<file path="src/rtl/ws_array_ctrl_pkg.sv">
// Shared types and width helpers for the weight-stationary array sequencer.
package ws_ctrl_pkg;

    typedef enum logic [1:0] {
        StIdle    = 2'd0,
        StLoadW   = 2'd1,
        StCompute = 2'd2,
        StDone    = 2'd3
    } ws_state_e;

    // Never returns 0 so a degenerate parameter still yields a legal vector.
    function automatic int unsigned w_clog2(input int unsigned v);
        return (v <= 1) ? 1 : $clog2(v);
    endfunction

    function automatic int unsigned t_cycles(input int unsigned rows, input int unsigned cols,
                                             input int unsigned len);
        return len + rows + cols - 1;
    endfunction

    function automatic int unsigned row_w(input int unsigned rows);
        return w_clog2(rows);
    endfunction

    function automatic int unsigned waddr_w(input int unsigned max_passes,
                                            input int unsigned rows);
        return w_clog2(max_passes * rows);
    endfunction

    function automatic int unsigned iaddr_w(input int unsigned max_passes,
                                            input int unsigned len);
        return w_clog2(max_passes * len);
    endfunction

    function automatic int unsigned paddr_w(input int unsigned len);
        return w_clog2(len);
    endfunction

    function automatic int unsigned pass_w(input int unsigned max_passes);
        return w_clog2(max_passes);
    endfunction

    function automatic int unsigned npass_w(input int unsigned max_passes);
        return w_clog2(max_passes + 1);
    endfunction

    function automatic int unsigned ccnt_w(input int unsigned rows, input int unsigned cols,
                                           input int unsigned len);
        return w_clog2(t_cycles(rows, cols, len));
    endfunction

endpackage

</file>
<file path="src/rtl/ws_array_ctrl_if.sv">
// Control/buffer bus of ws_array_ctrl; perf counters exist only under WS_ARRAY_CTRL_PERF_EN.
interface ws_array_ctrl_if #(
    parameter int unsigned ROWS       = 3,
    parameter int unsigned COLS       = 3,
    parameter int unsigned IACT_LEN   = 16,
    parameter int unsigned MAX_PASSES = 4
);
    import ws_ctrl_pkg::*;

    localparam int unsigned RW  = row_w(ROWS);
    localparam int unsigned WAW = waddr_w(MAX_PASSES, ROWS);
    localparam int unsigned IAW = iaddr_w(MAX_PASSES, IACT_LEN);
    localparam int unsigned PAW = paddr_w(IACT_LEN);
    localparam int unsigned PW  = pass_w(MAX_PASSES);
    localparam int unsigned NPW = npass_w(MAX_PASSES);

    logic           go;
    logic [NPW-1:0] num_passes;
    logic           stall;
    logic           busy;
    logic           done;
    logic           array_en;
    logic           weight_load;
    logic [RW-1:0]  weight_row;
    logic [WAW-1:0] weight_addr;
    logic [ROWS-1:0] load_iact;
    logic [IAW-1:0] iact_addr [ROWS];
    logic [COLS-1:0] psum_valid;
    logic [PAW-1:0] psum_addr [COLS];
    logic           psum_accum;
    logic [PW-1:0]  pass_idx;
`ifdef WS_ARRAY_CTRL_PERF_EN
    logic [31:0]    perf_busy_cycles;
    logic [31:0]    perf_stall_cycles;
`endif

    modport master (
        input  go, num_passes, stall,
        output busy, done, array_en, weight_load, weight_row, weight_addr,
        output load_iact, iact_addr, psum_valid, psum_addr, psum_accum, pass_idx
`ifdef WS_ARRAY_CTRL_PERF_EN
        , output perf_busy_cycles, perf_stall_cycles
`endif
    );

    modport slave (
        output go, num_passes, stall,
        input  busy, done, array_en, weight_load, weight_row, weight_addr,
        input  load_iact, iact_addr, psum_valid, psum_addr, psum_accum, pass_idx
`ifdef WS_ARRAY_CTRL_PERF_EN
        , input perf_busy_cycles, perf_stall_cycles
`endif
    );

endinterface

</file>
<file path="src/rtl/ws_lane_window.sv">
// Decodes whether a row/column lane is active for a COMPUTE count and its local index.
module ws_lane_window #(
    parameter int unsigned OFFSET = 0,
    parameter int unsigned LEN    = 16,
    parameter int unsigned CW     = 5,
    parameter int unsigned IW     = 4
) (
    input  logic [CW-1:0] ccnt,
    output logic          active,
    output logic [IW-1:0] idx
);
    logic [31:0] w_rel;

    // Counts below OFFSET wrap to a huge value, so one compare covers both bounds.
    assign w_rel  = 32'(ccnt) - 32'(OFFSET);
    assign active = (w_rel < LEN);
    assign idx    = active ? IW'(w_rel) : '0;

endmodule

</file>
<file path="src/rtl/ws_array_ctrl.sv">
// Multi-pass weight-stationary array sequencer; WS_ARRAY_CTRL_PERF_EN adds perf counters.
module ws_array_ctrl
    import ws_ctrl_pkg::*;
#(
    parameter int unsigned ROWS       = 3,
    parameter int unsigned COLS       = 3,
    parameter int unsigned IACT_LEN   = 16,
    parameter int unsigned MAX_PASSES = 4
) (
    input  logic           clk,
    input  logic           rstn,
    ws_array_ctrl_if.master bus
);
    localparam int unsigned RW  = row_w(ROWS);
    localparam int unsigned WAW = waddr_w(MAX_PASSES, ROWS);
    localparam int unsigned IAW = iaddr_w(MAX_PASSES, IACT_LEN);
    localparam int unsigned PAW = paddr_w(IACT_LEN);
    localparam int unsigned PW  = pass_w(MAX_PASSES);
    localparam int unsigned NPW = npass_w(MAX_PASSES);
    localparam int unsigned T   = t_cycles(ROWS, COLS, IACT_LEN);
    localparam int unsigned CW  = ccnt_w(ROWS, COLS, IACT_LEN);

    ws_state_e      r_state, w_state_nxt;
    logic [RW-1:0]  r_wcnt, w_wcnt_nxt;
    logic [CW-1:0]  r_ccnt, w_ccnt_nxt;
    logic [PW-1:0]  r_pass, w_pass_nxt;
    logic [NPW-1:0] r_npass, w_npass_nxt;
    logic [NPW-1:0] w_np_clamp;

    logic w_in_load, w_in_comp, w_busy;
    logic [ROWS-1:0] w_row_act;
    logic [PAW-1:0]  w_row_idx [ROWS];
    logic [COLS-1:0] w_col_act;
    logic [PAW-1:0]  w_col_idx [COLS];

    assign w_np_clamp = (32'(bus.num_passes) > MAX_PASSES) ? NPW'(MAX_PASSES) : bus.num_passes;

    always_comb begin
        w_state_nxt = r_state;
        w_wcnt_nxt  = r_wcnt;
        w_ccnt_nxt  = r_ccnt;
        w_pass_nxt  = r_pass;
        w_npass_nxt = r_npass;
        unique case (r_state)
            StIdle: begin
                if (bus.go) begin
                    w_pass_nxt  = '0;
                    w_wcnt_nxt  = '0;
                    w_ccnt_nxt  = '0;
                    w_npass_nxt = w_np_clamp;
                    w_state_nxt = (w_np_clamp == '0) ? StDone : StLoadW;
                end
            end
            StLoadW: begin
                if (!bus.stall) begin
                    if (32'(r_wcnt) == ROWS - 1) begin
                        w_wcnt_nxt  = '0;
                        w_ccnt_nxt  = '0;
                        w_state_nxt = StCompute;
                    end else begin
                        w_wcnt_nxt = r_wcnt + 1'b1;
                    end
                end
            end
            StCompute: begin
                if (!bus.stall) begin
                    if (32'(r_ccnt) == T - 1) begin
                        w_ccnt_nxt = '0;
                        if (32'(r_pass) + 1 < 32'(r_npass)) begin
                            w_pass_nxt  = r_pass + 1'b1;
                            w_state_nxt = StLoadW;
                        end else begin
                            // Clearing the pass here keeps pass_idx/psum_accum low once idle.
                            w_pass_nxt  = '0;
                            w_state_nxt = StDone;
                        end
                    end else begin
                        w_ccnt_nxt = r_ccnt + 1'b1;
                    end
                end
            end
            StDone:  w_state_nxt = StIdle;
            default: w_state_nxt = StIdle;
        endcase
    end

    always_ff @(posedge clk or negedge rstn) begin
        if (!rstn) begin
            r_state <= StIdle;
            r_wcnt  <= '0;
            r_ccnt  <= '0;
            r_pass  <= '0;
            r_npass <= '0;
        end else begin
            r_state <= w_state_nxt;
            r_wcnt  <= w_wcnt_nxt;
            r_ccnt  <= w_ccnt_nxt;
            r_pass  <= w_pass_nxt;
            r_npass <= w_npass_nxt;
        end
    end

    assign w_in_load = (r_state == StLoadW);
    assign w_in_comp = (r_state == StCompute);
    assign w_busy    = (r_state != StIdle);

    assign bus.busy        = w_busy;
    assign bus.done        = (r_state == StDone);
    assign bus.array_en    = (w_in_load || w_in_comp) && !bus.stall;
    assign bus.weight_load = w_in_load && !bus.stall;
    assign bus.weight_row  = w_in_load ? r_wcnt : '0;
    assign bus.weight_addr = w_in_load ? WAW'(32'(r_pass) * ROWS + 32'(r_wcnt)) : '0;
    assign bus.psum_accum  = (w_in_load || w_in_comp) && (r_pass != '0);
    assign bus.pass_idx    = r_pass;

    for (genvar r = 0; r < ROWS; r++) begin : g_row
        ws_lane_window #(
            .OFFSET (r),
            .LEN    (IACT_LEN),
            .CW     (CW),
            .IW     (PAW)
        ) u_win (
            .ccnt   (r_ccnt),
            .active (w_row_act[r]),
            .idx    (w_row_idx[r])
        );
        assign bus.load_iact[r] = w_in_comp && w_row_act[r] && !bus.stall;
        assign bus.iact_addr[r] = (w_in_comp && w_row_act[r]) ?
                                  IAW'(32'(r_pass) * IACT_LEN + 32'(w_row_idx[r])) : '0;
    end

    for (genvar c = 0; c < COLS; c++) begin : g_col
        ws_lane_window #(
            .OFFSET (ROWS + c),
            .LEN    (IACT_LEN),
            .CW     (CW),
            .IW     (PAW)
        ) u_win (
            .ccnt   (r_ccnt),
            .active (w_col_act[c]),
            .idx    (w_col_idx[c])
        );
        assign bus.psum_valid[c] = w_in_comp && w_col_act[c] && !bus.stall;
        assign bus.psum_addr[c]  = (w_in_comp && w_col_act[c]) ? w_col_idx[c] : '0;
    end

`ifdef WS_ARRAY_CTRL_PERF_EN
    logic [31:0] r_perf_busy, r_perf_stall;

    always_ff @(posedge clk or negedge rstn) begin
        if (!rstn) begin
            r_perf_busy  <= '0;
            r_perf_stall <= '0;
        end else if (r_state == StIdle && bus.go) begin
            r_perf_busy  <= '0;
            r_perf_stall <= '0;
        end else begin
            if (w_busy && r_perf_busy != '1) r_perf_busy <= r_perf_busy + 1'b1;
            if (w_busy && bus.stall && r_perf_stall != '1) r_perf_stall <= r_perf_stall + 1'b1;
        end
    end

    assign bus.perf_busy_cycles  = r_perf_busy;
    assign bus.perf_stall_cycles = r_perf_stall;
`endif

endmodule

</file>
<file path="src/flat_wrapper.sv">
// flat-port wrapper written by rule: the top's interface ports become plain ports
module ws_array_ctrl_flat import ws_ctrl_pkg::*;
#(
    parameter int unsigned ROWS       = 3,
    parameter int unsigned COLS       = 3,
    parameter int unsigned IACT_LEN   = 16,
    parameter int unsigned MAX_PASSES = 4
)
  (clk, rstn, bus_go, bus_num_passes, bus_stall, bus_busy, bus_done, bus_array_en, bus_weight_load, bus_weight_row, bus_weight_addr, bus_load_iact, bus_iact_addr, bus_psum_valid, bus_psum_addr, bus_psum_accum, bus_pass_idx);
  ws_array_ctrl_if #(.ROWS(ROWS), .COLS(COLS), .IACT_LEN(IACT_LEN), .MAX_PASSES(MAX_PASSES)) bus_i ();
  input  logic clk;
  input  logic rstn;
  input wire logic [$bits(bus_i.go)-1:0] bus_go;
  input wire logic [$bits(bus_i.num_passes)-1:0] bus_num_passes;
  input wire logic [$bits(bus_i.stall)-1:0] bus_stall;
  output wire logic [$bits(bus_i.busy)-1:0] bus_busy;
  output wire logic [$bits(bus_i.done)-1:0] bus_done;
  output wire logic [$bits(bus_i.array_en)-1:0] bus_array_en;
  output wire logic [$bits(bus_i.weight_load)-1:0] bus_weight_load;
  output wire logic [$bits(bus_i.weight_row)-1:0] bus_weight_row;
  output wire logic [$bits(bus_i.weight_addr)-1:0] bus_weight_addr;
  output wire logic [$bits(bus_i.load_iact)-1:0] bus_load_iact;
  output wire logic [$bits(bus_i.iact_addr)-1:0] bus_iact_addr;
  output wire logic [$bits(bus_i.psum_valid)-1:0] bus_psum_valid;
  output wire logic [$bits(bus_i.psum_addr)-1:0] bus_psum_addr;
  output wire logic [$bits(bus_i.psum_accum)-1:0] bus_psum_accum;
  output wire logic [$bits(bus_i.pass_idx)-1:0] bus_pass_idx;
  assign bus_i.go = bus_go;
  assign bus_i.num_passes = bus_num_passes;
  assign bus_i.stall = bus_stall;
  assign bus_busy = bus_i.busy;
  assign bus_done = bus_i.done;
  assign bus_array_en = bus_i.array_en;
  assign bus_weight_load = bus_i.weight_load;
  assign bus_weight_row = bus_i.weight_row;
  assign bus_weight_addr = bus_i.weight_addr;
  assign bus_load_iact = bus_i.load_iact;
  assign bus_iact_addr = {>>{bus_i.iact_addr}};
  assign bus_psum_valid = bus_i.psum_valid;
  assign bus_psum_addr = {>>{bus_i.psum_addr}};
  assign bus_psum_accum = bus_i.psum_accum;
  assign bus_pass_idx = bus_i.pass_idx;
  ws_array_ctrl #(.ROWS(ROWS), .COLS(COLS), .IACT_LEN(IACT_LEN), .MAX_PASSES(MAX_PASSES)) u_core (.clk(clk), .rstn(rstn), .bus(bus_i));
endmodule
</file>
<file path="config.mk">
export PLATFORM = sky130hd
export DESIGN_NAME = ws_array_ctrl_flat
export DESIGN_NICKNAME = d
export VERILOG_FILES = /design/src/rtl/ws_array_ctrl_pkg.sv /design/src/rtl/ws_array_ctrl_if.sv /design/src/rtl/ws_lane_window.sv /design/src/rtl/ws_array_ctrl.sv /design/src/flat_wrapper.sv
export SDC_FILE = /design/constraint.sdc
export NUM_CORES = 1
export LEC_CHECK = 0
export ABC_AREA = 1
export CELL_PAD_IN_SITES_DETAIL_PLACEMENT = 1
export CELL_PAD_IN_SITES_GLOBAL_PLACEMENT = 1
export CORE_AREA = 3 3 99 63
export CTS_CLUSTER_DIAMETER = 200
export DETAILED_ROUTE_END_ITERATION = 7
export DIE_AREA = 0 0 102 66
export PLACE_DENSITY = 0.76
export SETUP_SLACK_MARGIN = 0.05
export SLEW_MARGIN = 20
export SYNTH_ARGS = -nofsm -noshare
export SYNTH_HDL_FRONTEND = slang
export SYNTH_SLANG_ARGS = --single-unit
export TNS_END_PERCENT = 5
</file>
<file path="constraint.sdc">
create_clock -name clk -period 2.6 [get_ports clk]
set_input_delay 0.78 -clock clk [delete_from_list [all_inputs] [get_ports clk]]
set_output_delay 0.78 -clock clk [all_outputs]
set_load 0.1 [all_outputs]
</file>
# Word level (Yosys, flattened, before mapping)
# Cells that the tools add are included.
totals:
  out_inout_bits: 49
  wordCells: 103
  in_bits: 7
  register_bits: 14
op_classes:
  add_sub_neg: 13
  n_reduce_logical: 29
  eq_ne: 10
  mux: 37
  n_mul: 1
  magnitude_cmp: 8
ops:
  columns: ["op", "n"]
  rows:
  - ["$lt 32x5->1 const B", 5]
  - ["$mux 4", 10]
  - ["$lt 32x3->1", 1]
  - ["$mux 2", 14]
  - ["$mux 5", 5]
  - ["$add 6x4->6", 3]
  - ["$mux 6", 3]
  - ["$logic_and 1x1->1", 15]
  - ["$pmux 5 s3", 1]
  - ["$sub 5x2->6 const B", 2]
  - ["$sub 5x3->6 const B", 2]
  - ["$ne 2x2->1 const B", 5]
  - ["$reduce_and 5->1", 2]
  - ["$pmux 2 s2", 2]
  - ["$pmux 2 s4", 1]
  - ["$reduce_bool 2->1", 4]
  - ["$eq 2x2->1 const B", 3]
  - ["$sub 5x1->6 const B", 1]
  - ["$add 5x1->5 const B", 1]
  - ["$eq 5x5->1 const B", 1]
  - ["$lt 5x5->1 const B", 1]
  - ["$add 2x1->2 const B", 2]
  - ["$add 4x2->4", 1]
  - ["$mul 2x2->4 const B", 1]
  - ["other kinds (12)", 12]

# Longest topological paths before layout
# Gate-level depths: netlist of the first run.
depth:
  word_depth: 6
  depth_mapped: 11
  ltp_nobuf: 11

# Cells and area by module
# From an unflattened synthesis of the first run, not the netlist that was laid out.
hier_totals:
  hier_cells: 307
  hier_area_um2: 1878.1
modules_own_cells:
  columns: ["module", "instances", "seq_area_each_um2", "cells_per_inst", "area_each_um2"]
  rows:
  - ["ws_array_ctrl", 1, 350.3, 201, 1323.8]
  - ["ws_lane_window at u_core.g_col[0].u_win", 1, 0.0, 21, 121.4]
  - ["ws_lane_window at u_core.g_row[1].u_win", 1, 0.0, 23, 115.1]
  - ["ws_lane_window at u_core.g_col[2].u_win", 1, 0.0, 21, 110.1]
  - ["ws_lane_window at u_core.g_row[2].u_win", 1, 0.0, 18, 102.6]
  - ["ws_lane_window at u_core.g_col[1].u_win", 1, 0.0, 14, 71.3]
  - ["ws_lane_window at u_core.g_row[0].u_win", 1, 0.0, 9, 33.8]

# Worst setup path after synthesis of the first run
# Ideal clock, no wire load.
synth_timing:
  kind: "flip-flop to output port"
  start: "reg u_core.r_pass[1], in the netlist u_core.bus.pass_idx[1]"
  end: "out bus_weight_addr[2]"
  stages_incl_launch_ff: 6
  required_time_ns: 1.820
  setup_slack_ns: -1.072
  t_arrival_ns: 2.892
  n_path_buf: 0
  path_cell_list: "dfrtp_1 fa_1 ha_1 fa_1 nand2_1 inv_1"
synth_between:
  elab_chain_cells: 3
synth_rtl:
  columns: ["element", "line", "rtl"]
  rows:
  - ["start: declaration", "ws_array_ctrl.sv:26", "logic [PW-1:0] r_pass, w_pass_nxt;"]
  - ["start signal: assignment", "ws_array_ctrl.sv:98", "r_pass <= w_pass_nxt;"]
  - ["$mul 2x2->4", "ws_array_ctrl.sv:112", "assign bus.weight_addr = w_in_load ? WAW'(32'(r_pass) * ROWS + 32'(r_wcnt)) : '0;"]
  - ["$add 4x2->4", "ws_array_ctrl.sv:112", null]
  - ["$mux 4", "ws_array_ctrl.sv:112", null]
  - ["end: declaration", "flat_wrapper.sv:21", "output wire logic [$bits(bus_i.weight_addr)-1:0] bus_weight_addr;"]
# Every way passes these cells.

# Worst setup path in the final report of the first run
# Ends and elaborated chain as after synthesis.

==> metrics.txt, run 1 <==
# TYPE chip_impl_metric gauge
chip_impl_info{name="status",value="complete, but fails checks"} 1
chip_impl_info{name="violated_checks",value="negative setup slack"} 1
chip_impl_metric{name="final_max_slew_viol_count",unit=""} 0
chip_impl_info{name="clock-root-buffer",value="sky130_fd_sc_hd__clkbuf_8"} 1
chip_impl_metric{name="yosysTopAreaCellShare",unit="%"} 22.0
chip_impl_metric{name="vdd_ir_drop_max",unit="V"} 0.000461
chip_impl_metric{name="crit_path_max_fanout",unit=""} 2
chip_impl_metric{name="area_growth_syn_to_layout",unit="%"} 91.6
chip_impl_info{name="yosysTopAreaCell",value="sky130_fd_sc_hd__dfrtp_1"} 1
chip_impl_info{name="rsz0062_at_grt",value="yes"} 1
chip_impl_metric{name="p_leak",unit="µW"} 0.00138
chip_impl_metric{name="drt_drc_violations_left",unit=""} 0
chip_impl_metric{name="drt-pass1-iter-count",unit=""} 4
chip_impl_metric{name="antenna_found_initial",unit=""} 0
chip_impl_metric{name="hold-worst-slack",unit="ns"} 0.513
chip_impl_metric{name="global_route.usage.total",unit="%"} 18.8
chip_impl_metric{name="detailroute.via_count",unit=""} 1702
chip_impl_metric{name="routed_wirelength",unit="µm"} 6060
chip_impl_metric{name="cp.arrival",unit="ns"} 2.26
chip_impl_info{name="startpoint_type",value="register"} 1
chip_impl_metric{name="grt_pass1_wl",unit="µm"} 9750
chip_impl_metric{name="setup_tns",unit="ns"} -1.80
chip_impl_metric{name="cts.hold.buffers_added",unit=""} 0
chip_impl_metric{name="p_comb_share",unit="%"} 83.0
chip_impl_metric{name="period_share",unit="%"} 117
chip_impl_metric{name="power.internal",unit="µW"} 1410
chip_impl_metric{name="detailed_place_hpwl",unit="µm"} 4740
chip_impl_metric{name="start_util",unit="%"} 29.1
chip_impl_metric{name="gp_congestion",unit=""} 0.841
chip_impl_metric{name="die_w",unit="µm"} 102
chip_impl_metric{name="p_total",unit="µW"} 3590
chip_impl_metric{name="ctsHtreeMaxLevel",unit=""} 1
chip_impl_metric{name="fmaxAchievable",unit="GHz"} 0.329
chip_impl_metric{name="num_antenna_cells",unit=""} 0
chip_impl_metric{name="die_h",unit="µm"} 66
chip_impl_metric{name="detail_route.vias_per_cell",unit=""} 4.73
chip_impl_metric{name="fp.coreArea",unit="µm²"} 5470
chip_impl_metric{name="total_switching_power",unit="µW"} 2180
chip_impl_metric{name="total_cts_buffers",unit=""} 3
chip_impl_metric{name="timing_worst_slew_pin_value",unit="ns"} 0.665
chip_impl_metric{name="clk_pin_slew",unit="ns"} 0.07
chip_impl_metric{name="post-place-ws",unit="ns"} -0.144
chip_impl_metric{name="post_synth_instance_area",unit="µm²"} 1590
chip_impl_metric{name="fp-row-count",unit=""} 21
chip_impl_metric{name="power_density",unit="nW/µm²"} 1180
chip_impl_metric{name="detail_route.iter0.violations",unit=""} 69
chip_impl_info{name="yosys_most_used_dff",value="sky130_fd_sc_hd__dfrtp_1"} 1
chip_impl_metric{name="clkSinkCount",unit=""} 14
chip_impl_metric{name="clock_tree.buffer_depth",unit=""} 2
chip_impl_metric{name="syn-instance-count",unit=""} 219
chip_impl_metric{name="ant_nets",unit=""} 0
chip_impl_info{name="path_class",value="register to output port"} 1
chip_impl_metric{name="share_clk_of_total_power",unit="%"} 6.2
chip_impl_metric{name="ys.warnings.count",unit=""} 0
chip_impl_metric{name="post_route_cells_drive_above_1_share",unit="%"} 51.9
chip_impl_metric{name="synth.net_count",unit=""} 250
chip_impl_metric{name="grt_start_max_net_pins",unit=""} 15
chip_impl_metric{name="io_buffer_count",unit=""} 55
chip_impl_metric{name="pwr-share-seq",unit="%"} 10.9
chip_impl_metric{name="synth_sequential_area_ratio",unit="%"} 22.0
chip_impl_metric{name="yosys.cell_types.count",unit=""} 35
chip_impl_metric{name="syn-mean-instance-area",unit="µm²"} 7.27
chip_impl_metric{name="clkLatencyLatePin",unit="ns"} 0.25
chip_impl_metric{name="yosys_register_bits",unit=""} 14
chip_impl_metric{name="post-route-worst-setup-slack",unit="ns"} -0.442
chip_impl_metric{name="synth_enable_flop_cells",unit=""} 0
chip_impl_metric{name="period_minus_slack",unit="ns"} 3.04
chip_impl_metric{name="grt_remaining_overflow",unit=""} 0
chip_impl_metric{name="maxCapViolations",unit=""} 0
chip_impl_metric{name="switching_share",unit="%"} 60.7
chip_impl_metric{name="postSynth.asyncResetShare",unit="%"} 100
chip_impl_metric{name="fp.dieArea",unit="µm²"} 6730
chip_impl_metric{name="report.final.hold_viol_count",unit=""} 0
chip_impl_info{name="hold_path.class",value="register to register"} 1
chip_impl_metric{name="vias_in_the_first_global_route",unit=""} 1798
chip_impl_metric{name="finalClockSkew",unit="ns"} 0.00693
chip_impl_metric{name="ioPinCount",unit=""} 56
chip_impl_metric{name="route.detailed.wl_per_inst",unit="µm"} 16.8
chip_impl_metric{name="relSlewSlack",unit="%"} 55.6
chip_impl_metric{name="final-setup-viol-count",unit=""} 20
chip_impl_metric{name="final_net_count",unit=""} 323
chip_impl_info{name="cts_tree",value="yes"} 1
chip_impl_info{name="netlist_top_cells_area",value="sky130_fd_sc_hd__dfrtp_1 22%, sky130_fd_sc_hd__ha_1 17%, sky130_fd_sc_hd__nor2_1 11%"} 1
chip_impl_metric{name="cp.required",unit="ns"} 1.82
chip_impl_info{name="worst_setup_path_end_kind",value="output port"} 1
synth_stat cells, types with 2 or more instances:
master and n:
sky130_fd_sc_hd__inv_2 6, sky130_fd_sc_hd__buf_4 4, sky130_fd_sc_hd__nand4_1 4, sky130_fd_sc_hd__o211ai_2 2
sky130_fd_sc_hd__inv_1 29, sky130_fd_sc_hd__nor2_4 3, sky130_fd_sc_hd__nor2_2 3, sky130_fd_sc_hd__fa_1 2
sky130_fd_sc_hd__a22o_1 2, sky130_fd_sc_hd__o21ai_0 7, sky130_fd_sc_hd__nor2_1 46, sky130_fd_sc_hd__nand2_1 37
sky130_fd_sc_hd__xor2_1 3, sky130_fd_sc_hd__o21ai_1 6, sky130_fd_sc_hd__a21oi_1 5, sky130_fd_sc_hd__a21oi_2 2
sky130_fd_sc_hd__nand3_1 3, sky130_fd_sc_hd__dfrtp_1 14, sky130_fd_sc_hd__o21ai_2 2, sky130_fd_sc_hd__ha_1 22
sky130_fd_sc_hd__nand2_4 2, sky130_fd_sc_hd__xnor2_1 2
power by group through the flow:
stage               clock network [µW]  registers (µW)  logic [µW]
global placement                     0             375        2720
floorplan                            0             483        1780
detailed placement                   0             385        2790
finish                             221             391        2980
CTS                                223             388        2940
global route                       238             401        3170
worst paths after layout:
check                                          to              startpoint  cells after the start  slack, ns
setup / recovery               bus_weight_addr[2]  u_core.bus.pass_idx[1]                      6      -0.44
hold / removal                  u_core.r_npass[0]       u_core.r_npass[0]                      1       0.51
setup reg to reg           u_core.bus.pass_idx[1]  u_core.bus.pass_idx[1]                      9       0.45
hold reg to reg                 u_core.r_npass[0]       u_core.r_npass[0]                      1       0.51
max in group asynchronous  u_core.bus.pass_idx[0]                    rstn                      1       1.17
min in group asynchronous       u_core.r_npass[1]                    rstn                      1       0.93
area by class of cell:
type                            instances  area [µm²]
Inverter                               36         149
Clock buffer                            4        55.1
Timing Repair Buffer                   74        1160
Multi-Input combinational cell        163        1240
Fill cell                             596        2410
Sequential cell                        14         358
Tap cell                               69        86.3
kinds of logic after synthesis:
logic type,Yosys count,synth area share (%)
AOI/OAI and AO/OA,30,13.7
xor gates and xnor gates,6,3.77
adders and majority gates,24,19.8
buffers and inverters,42,11.5
DFF,14,22.0
and+or+nand+nor,103,29.1
placed cells by master, fill, tap and decap left out, types with 2 or more instances in the layout:
cell type,instances
sky130_fd_sc_hd__nor2_2,30
sky130_fd_sc_hd__o21ai_2,2
sky130_fd_sc_hd__fa_1,2
sky130_fd_sc_hd__buf_12,47
sky130_fd_sc_hd__buf_4,20
sky130_fd_sc_hd__xor2_1,3
sky130_fd_sc_hd__a21oi_1,4
sky130_fd_sc_hd__inv_4,2
sky130_fd_sc_hd__clkdlybuf4s50_1,6
sky130_fd_sc_hd__nand2_1,36
sky130_fd_sc_hd__inv_1,22
sky130_fd_sc_hd__ha_2,7
sky130_fd_sc_hd__nand3_1,3
sky130_fd_sc_hd__a21oi_4,2
sky130_fd_sc_hd__nand4_1,4
sky130_fd_sc_hd__xnor2_1,2
sky130_fd_sc_hd__a22o_1,2
sky130_fd_sc_hd__nor2_4,8
sky130_fd_sc_hd__ha_1,14
sky130_fd_sc_hd__dfrtp_4,2
sky130_fd_sc_hd__nand2_2,2
sky130_fd_sc_hd__o21ai_0,7
sky130_fd_sc_hd__o21ai_1,6
sky130_fd_sc_hd__nor2_1,14
sky130_fd_sc_hd__clkbuf_8,4
sky130_fd_sc_hd__dfrtp_1,12
sky130_fd_sc_hd__nand2_4,2
sky130_fd_sc_hd__inv_2,10
metrics by stage:
stage          utilization, %  cell area [µm²]  std cells
3_3_place_gp             52.5             2870        353
2_1_floorplan               -             1690        219
5_1_grt                  55.8             3050        360
6_report                 55.8             3050        360
3_5_place_dp             52.5             2870        353
4_1_cts                  55.3             3020        360
flip-flops by register name, indices dropped and copies added, names as in the netlist:
name	flops
u_core.r_npass	3
u_core.bus.pass_idx	2
u_core.r_state	2
u_core.r_wcnt	2
u_core.r_ccnt	5
routing by layer:
layer / track usage, % / vias to the layer above / routed length, µm
met5: 0 / - / 0
met3: 2.74 / 4 / 241
li1: - / 830 / -
met4: 3.60 / 0 / 27
met1: 27.5 / 824 / 3040
met2: 29.3 / 44 / 2750
repair_timing:
| action | in CTS | in global routing |
|---|---|---|
| pin swaps | 9 | 4 |
| buffers inserted | 3 | 0 |
| resized for setup | 23 | 7 |
| endpoints found under the setup margin | 41 | 37 |
critical path, stage by stage, from the launching register on:
cell                         delay, ns
sky130_fd_sc_hd__dfrtp_4          0.49
sky130_fd_sc_hd__fa_1             0.53
sky130_fd_sc_hd__ha_2             0.18
sky130_fd_sc_hd__fa_1             0.43
sky130_fd_sc_hd__nand2_2          0.10
sky130_fd_sc_hd__clkinvlp_4       0.10
sky130_fd_sc_hd__buf_12           0.17
Power figures use the tool's default switching activity.
==> run 2: changes to the inputs <==
--- a/config.mk
+++ b/config.mk
@@ -6,13 +6,14 @@
 export NUM_CORES = 1
 export LEC_CHECK = 0
 export ABC_AREA = 1
+export CAP_MARGIN = 20
 export CELL_PAD_IN_SITES_DETAIL_PLACEMENT = 1
 export CELL_PAD_IN_SITES_GLOBAL_PLACEMENT = 1
-export CORE_AREA = 3 3 99 63
+export CORE_AREA = 3 3 96 61
 export CTS_CLUSTER_DIAMETER = 200
 export DETAILED_ROUTE_END_ITERATION = 7
-export DIE_AREA = 0 0 102 66
-export PLACE_DENSITY = 0.76
+export DIE_AREA = 0 0 99 64
+export PLACE_DENSITY = 0.8
 export SETUP_SLACK_MARGIN = 0.05
 export SLEW_MARGIN = 20
 export SYNTH_ARGS = -nofsm -noshare
==> run 2 against run 1 <==
The flow still finishes with violations (negative setup slack); critical endpoint unchanged; combinational power increased by 8.1%; critical path type unchanged; wire length is 34% higher; final cell count is 0.83% lower.
==> metrics.txt, run 2 (synthesis gave the netlist of run 1 again) <==
# TYPE chip_impl_metric gauge
chip_impl_metric{name="ioPinCount",unit=""} 56
chip_impl_metric{name="fp-row-count",unit=""} 20
chip_impl_metric{name="p_total",unit="µW"} 3850
chip_impl_metric{name="route.detailed.wl_per_inst",unit="µm"} 22.7
chip_impl_metric{name="clk_pin_slew",unit="ns"} 0.07
chip_impl_metric{name="grt_start_max_net_pins",unit=""} 15
chip_impl_metric{name="drt_drc_violations_left",unit=""} 0
chip_impl_metric{name="fmaxAchievable",unit="GHz"} 0.330
chip_impl_info{name="most-common-layout-cells",value="47 x sky130_fd_sc_hd__buf_12, 36 x sky130_fd_sc_hd__nor2_2, 32 x sky130_fd_sc_hd__nand2_1"} 1
chip_impl_metric{name="post-route-worst-setup-slack",unit="ns"} -0.432
chip_impl_metric{name="finalClockSkew",unit="ns"} 0.00546
chip_impl_metric{name="detailroute.via_count",unit=""} 1854
chip_impl_info{name="largest-register",value="u_core.r_ccnt"} 1
chip_impl_info{name="layout_commonest_cell",value="sky130_fd_sc_hd__buf_12"} 1
chip_impl_metric{name="report.final.hold_viol_count",unit=""} 0
chip_impl_metric{name="final_util",unit="%"} 63.3
chip_impl_metric{name="ctsHtreeMaxLevel",unit=""} 1
chip_impl_metric{name="global_route.usage.total",unit="%"} 23.4
chip_impl_metric{name="detail_route.iter0.violations",unit=""} 78
chip_impl_metric{name="total_cts_buffers",unit=""} 3
chip_impl_info{name="cts_tree",value="yes"} 1
chip_impl_metric{name="fp.coreArea",unit="µm²"} 5030
chip_impl_metric{name="final-setup-viol-count",unit=""} 16
chip_impl_metric{name="timing_worst_slew_pin_value",unit="ns"} 0.739
chip_impl_info{name="status",value="complete, but fails checks"} 1
chip_impl_metric{name="cp.required",unit="ns"} 1.82
chip_impl_info{name="startpoint_type",value="register"} 1
chip_impl_metric{name="largest_reg_flops",unit=""} 5
chip_impl_metric{name="hold-worst-slack",unit="ns"} 0.522
chip_impl_metric{name="post_route_cells_drive_above_1_share",unit="%"} 59.5
chip_impl_info{name="path_class",value="register to output port"} 1
chip_impl_metric{name="drt-pass1-iter-count",unit=""} 4
chip_impl_metric{name="final_net_count",unit=""} 323
chip_impl_metric{name="crit_path_max_fanout",unit=""} 2
chip_impl_metric{name="ant_nets",unit=""} 0
chip_impl_metric{name="routed_wirelength",unit="µm"} 8110
chip_impl_metric{name="start_util",unit="%"} 31.7
chip_impl_metric{name="maxCapViolations",unit=""} 0
chip_impl_metric{name="fp.dieArea",unit="µm²"} 6340
chip_impl_metric{name="p_leak",unit="µW"} 0.00138
chip_impl_metric{name="placedCellCount",unit=""} 350
chip_impl_metric{name="vias_in_the_first_global_route",unit=""} 2018
chip_impl_info{name="largest_registers",value="u_core.r_ccnt (5), u_core.r_npass (3)"} 1
chip_impl_metric{name="final_cells",unit=""} 357
chip_impl_info{name="violated_checks",value="negative setup slack"} 1
chip_impl_metric{name="period_minus_slack",unit="ns"} 3.03
chip_impl_metric{name="grt_remaining_overflow",unit=""} 0
chip_impl_info{name="worst_setup_path_end_kind",value="output port"} 1
chip_impl_metric{name="area_growth_syn_to_layout",unit="%"} 99.8
chip_impl_metric{name="clkSinkCount",unit=""} 14
chip_impl_metric{name="detail_route.vias_per_cell",unit=""} 5.19
chip_impl_metric{name="io_buffer_count",unit=""} 55
chip_impl_metric{name="final_max_slew_viol_count",unit=""} 0
chip_impl_info{name="rsz0062_at_grt",value="yes"} 1
chip_impl_metric{name="die_w",unit="µm"} 99
chip_impl_metric{name="clkLatencyLatePin",unit="ns"} 0.26
chip_impl_metric{name="period_share",unit="%"} 117
chip_impl_metric{name="die_h",unit="µm"} 64
chip_impl_metric{name="antenna_found_initial",unit=""} 0
chip_impl_metric{name="cp.arrival",unit="ns"} 2.25
chip_impl_metric{name="power_density",unit="nW/µm²"} 1210
chip_impl_metric{name="num_antenna_cells",unit=""} 0
chip_impl_metric{name="relSlewSlack",unit="%"} 50.6
chip_impl_info{name="hold_path.class",value="register to register"} 1
chip_impl_metric{name="clock_tree.buffer_depth",unit=""} 2
chip_impl_metric{name="grt_pass1_wl",unit="µm"} 11500
chip_impl_info{name="clock-root-buffer",value="sky130_fd_sc_hd__clkbuf_8"} 1
chip_impl_metric{name="detailed_place_hpwl",unit="µm"} 5240
chip_impl_metric{name="gp_congestion",unit=""} 0.856
chip_impl_metric{name="vdd_ir_drop_max",unit="V"} 0.000619
==> run 2: cell counts in the layout (fill, tap and decap cells not counted) <==
Identical to the previous run, type by type.
==> run 2: where the power goes <==
group          leakage (µW)  switching, µW  internal [µW]
combinational       0.00118           2200           1020
clock             0.0000288           91.7            135
sequential         0.000173           88.6            312
==> run 2: final timing paths <==
kind	startpoint	endpoint	slack, ns	cells after the start
setup / recovery	u_core.bus.pass_idx[0]	bus_weight_addr[2]	-0.43	6
hold / removal	u_core.r_npass[0]	u_core.r_npass[0]	0.52	1
setup reg to reg	u_core.bus.pass_idx[0]	u_core.r_state[1]	0.40	12
hold reg to reg	u_core.r_npass[0]	u_core.r_npass[0]	0.52	1
max in group asynchronous	rstn	u_core.bus.pass_idx[0]	1.10	1
min in group asynchronous	rstn	u_core.bus.pass_idx[1]	0.96	1
==> run 2: repair_timing <==
item / 4_1_cts / 5_1_grt
pin swaps: 5 / 7
buffers inserted: 3 / 0
resized for setup: 35 / 28
setup endpoints to repair: 41 / 40
hold buffers: 0 / 0
==> run 2: through the flow <==
stage / TNS [ns] / setup WS (ns) / instance area (µm²)
after floorplan: -13.89 / -0.416 / 1690
after CTS: -1.79 / -0.388 / 3080
after global placement: -0.0909 / -0.0909 / 2870
after global routing: -3.40 / -0.498 / 3180
after detailed placement: -0.152 / -0.136 / 2870
final: -1.45 / -0.432 / 3180
==> run 2: routing by layer <==
layer	part of all wire [%]	routed length, µm	GRT usage, %	up-vias
met5	0	0	0	-
met4	2.7	219	3.92	0
met3	5.7	460	3.60	17
li1	-	-	-	832
met2	48	3910	39.9	78
met1	43	3520	31.8	927
==> run 2: worst max-delay path: stages (launching register included) <==
cell	delay (ns)
sky130_fd_sc_hd__dfrtp_4	0.48
sky130_fd_sc_hd__fa_1	0.53
sky130_fd_sc_hd__ha_2	0.17
sky130_fd_sc_hd__fa_1	0.42
sky130_fd_sc_hd__nand2_2	0.10
sky130_fd_sc_hd__clkinvlp_4	0.11
sky130_fd_sc_hd__buf_12	0.17
==> run 2: cell type report <==
class	instances	area [µm²]
fillers	531	1850
inverters	36	149
well taps	66	82.6
repair buffers	74	1170
clock buffers	4	55.1
multi-input cells	163	1360
flip-flops and latches	14	363
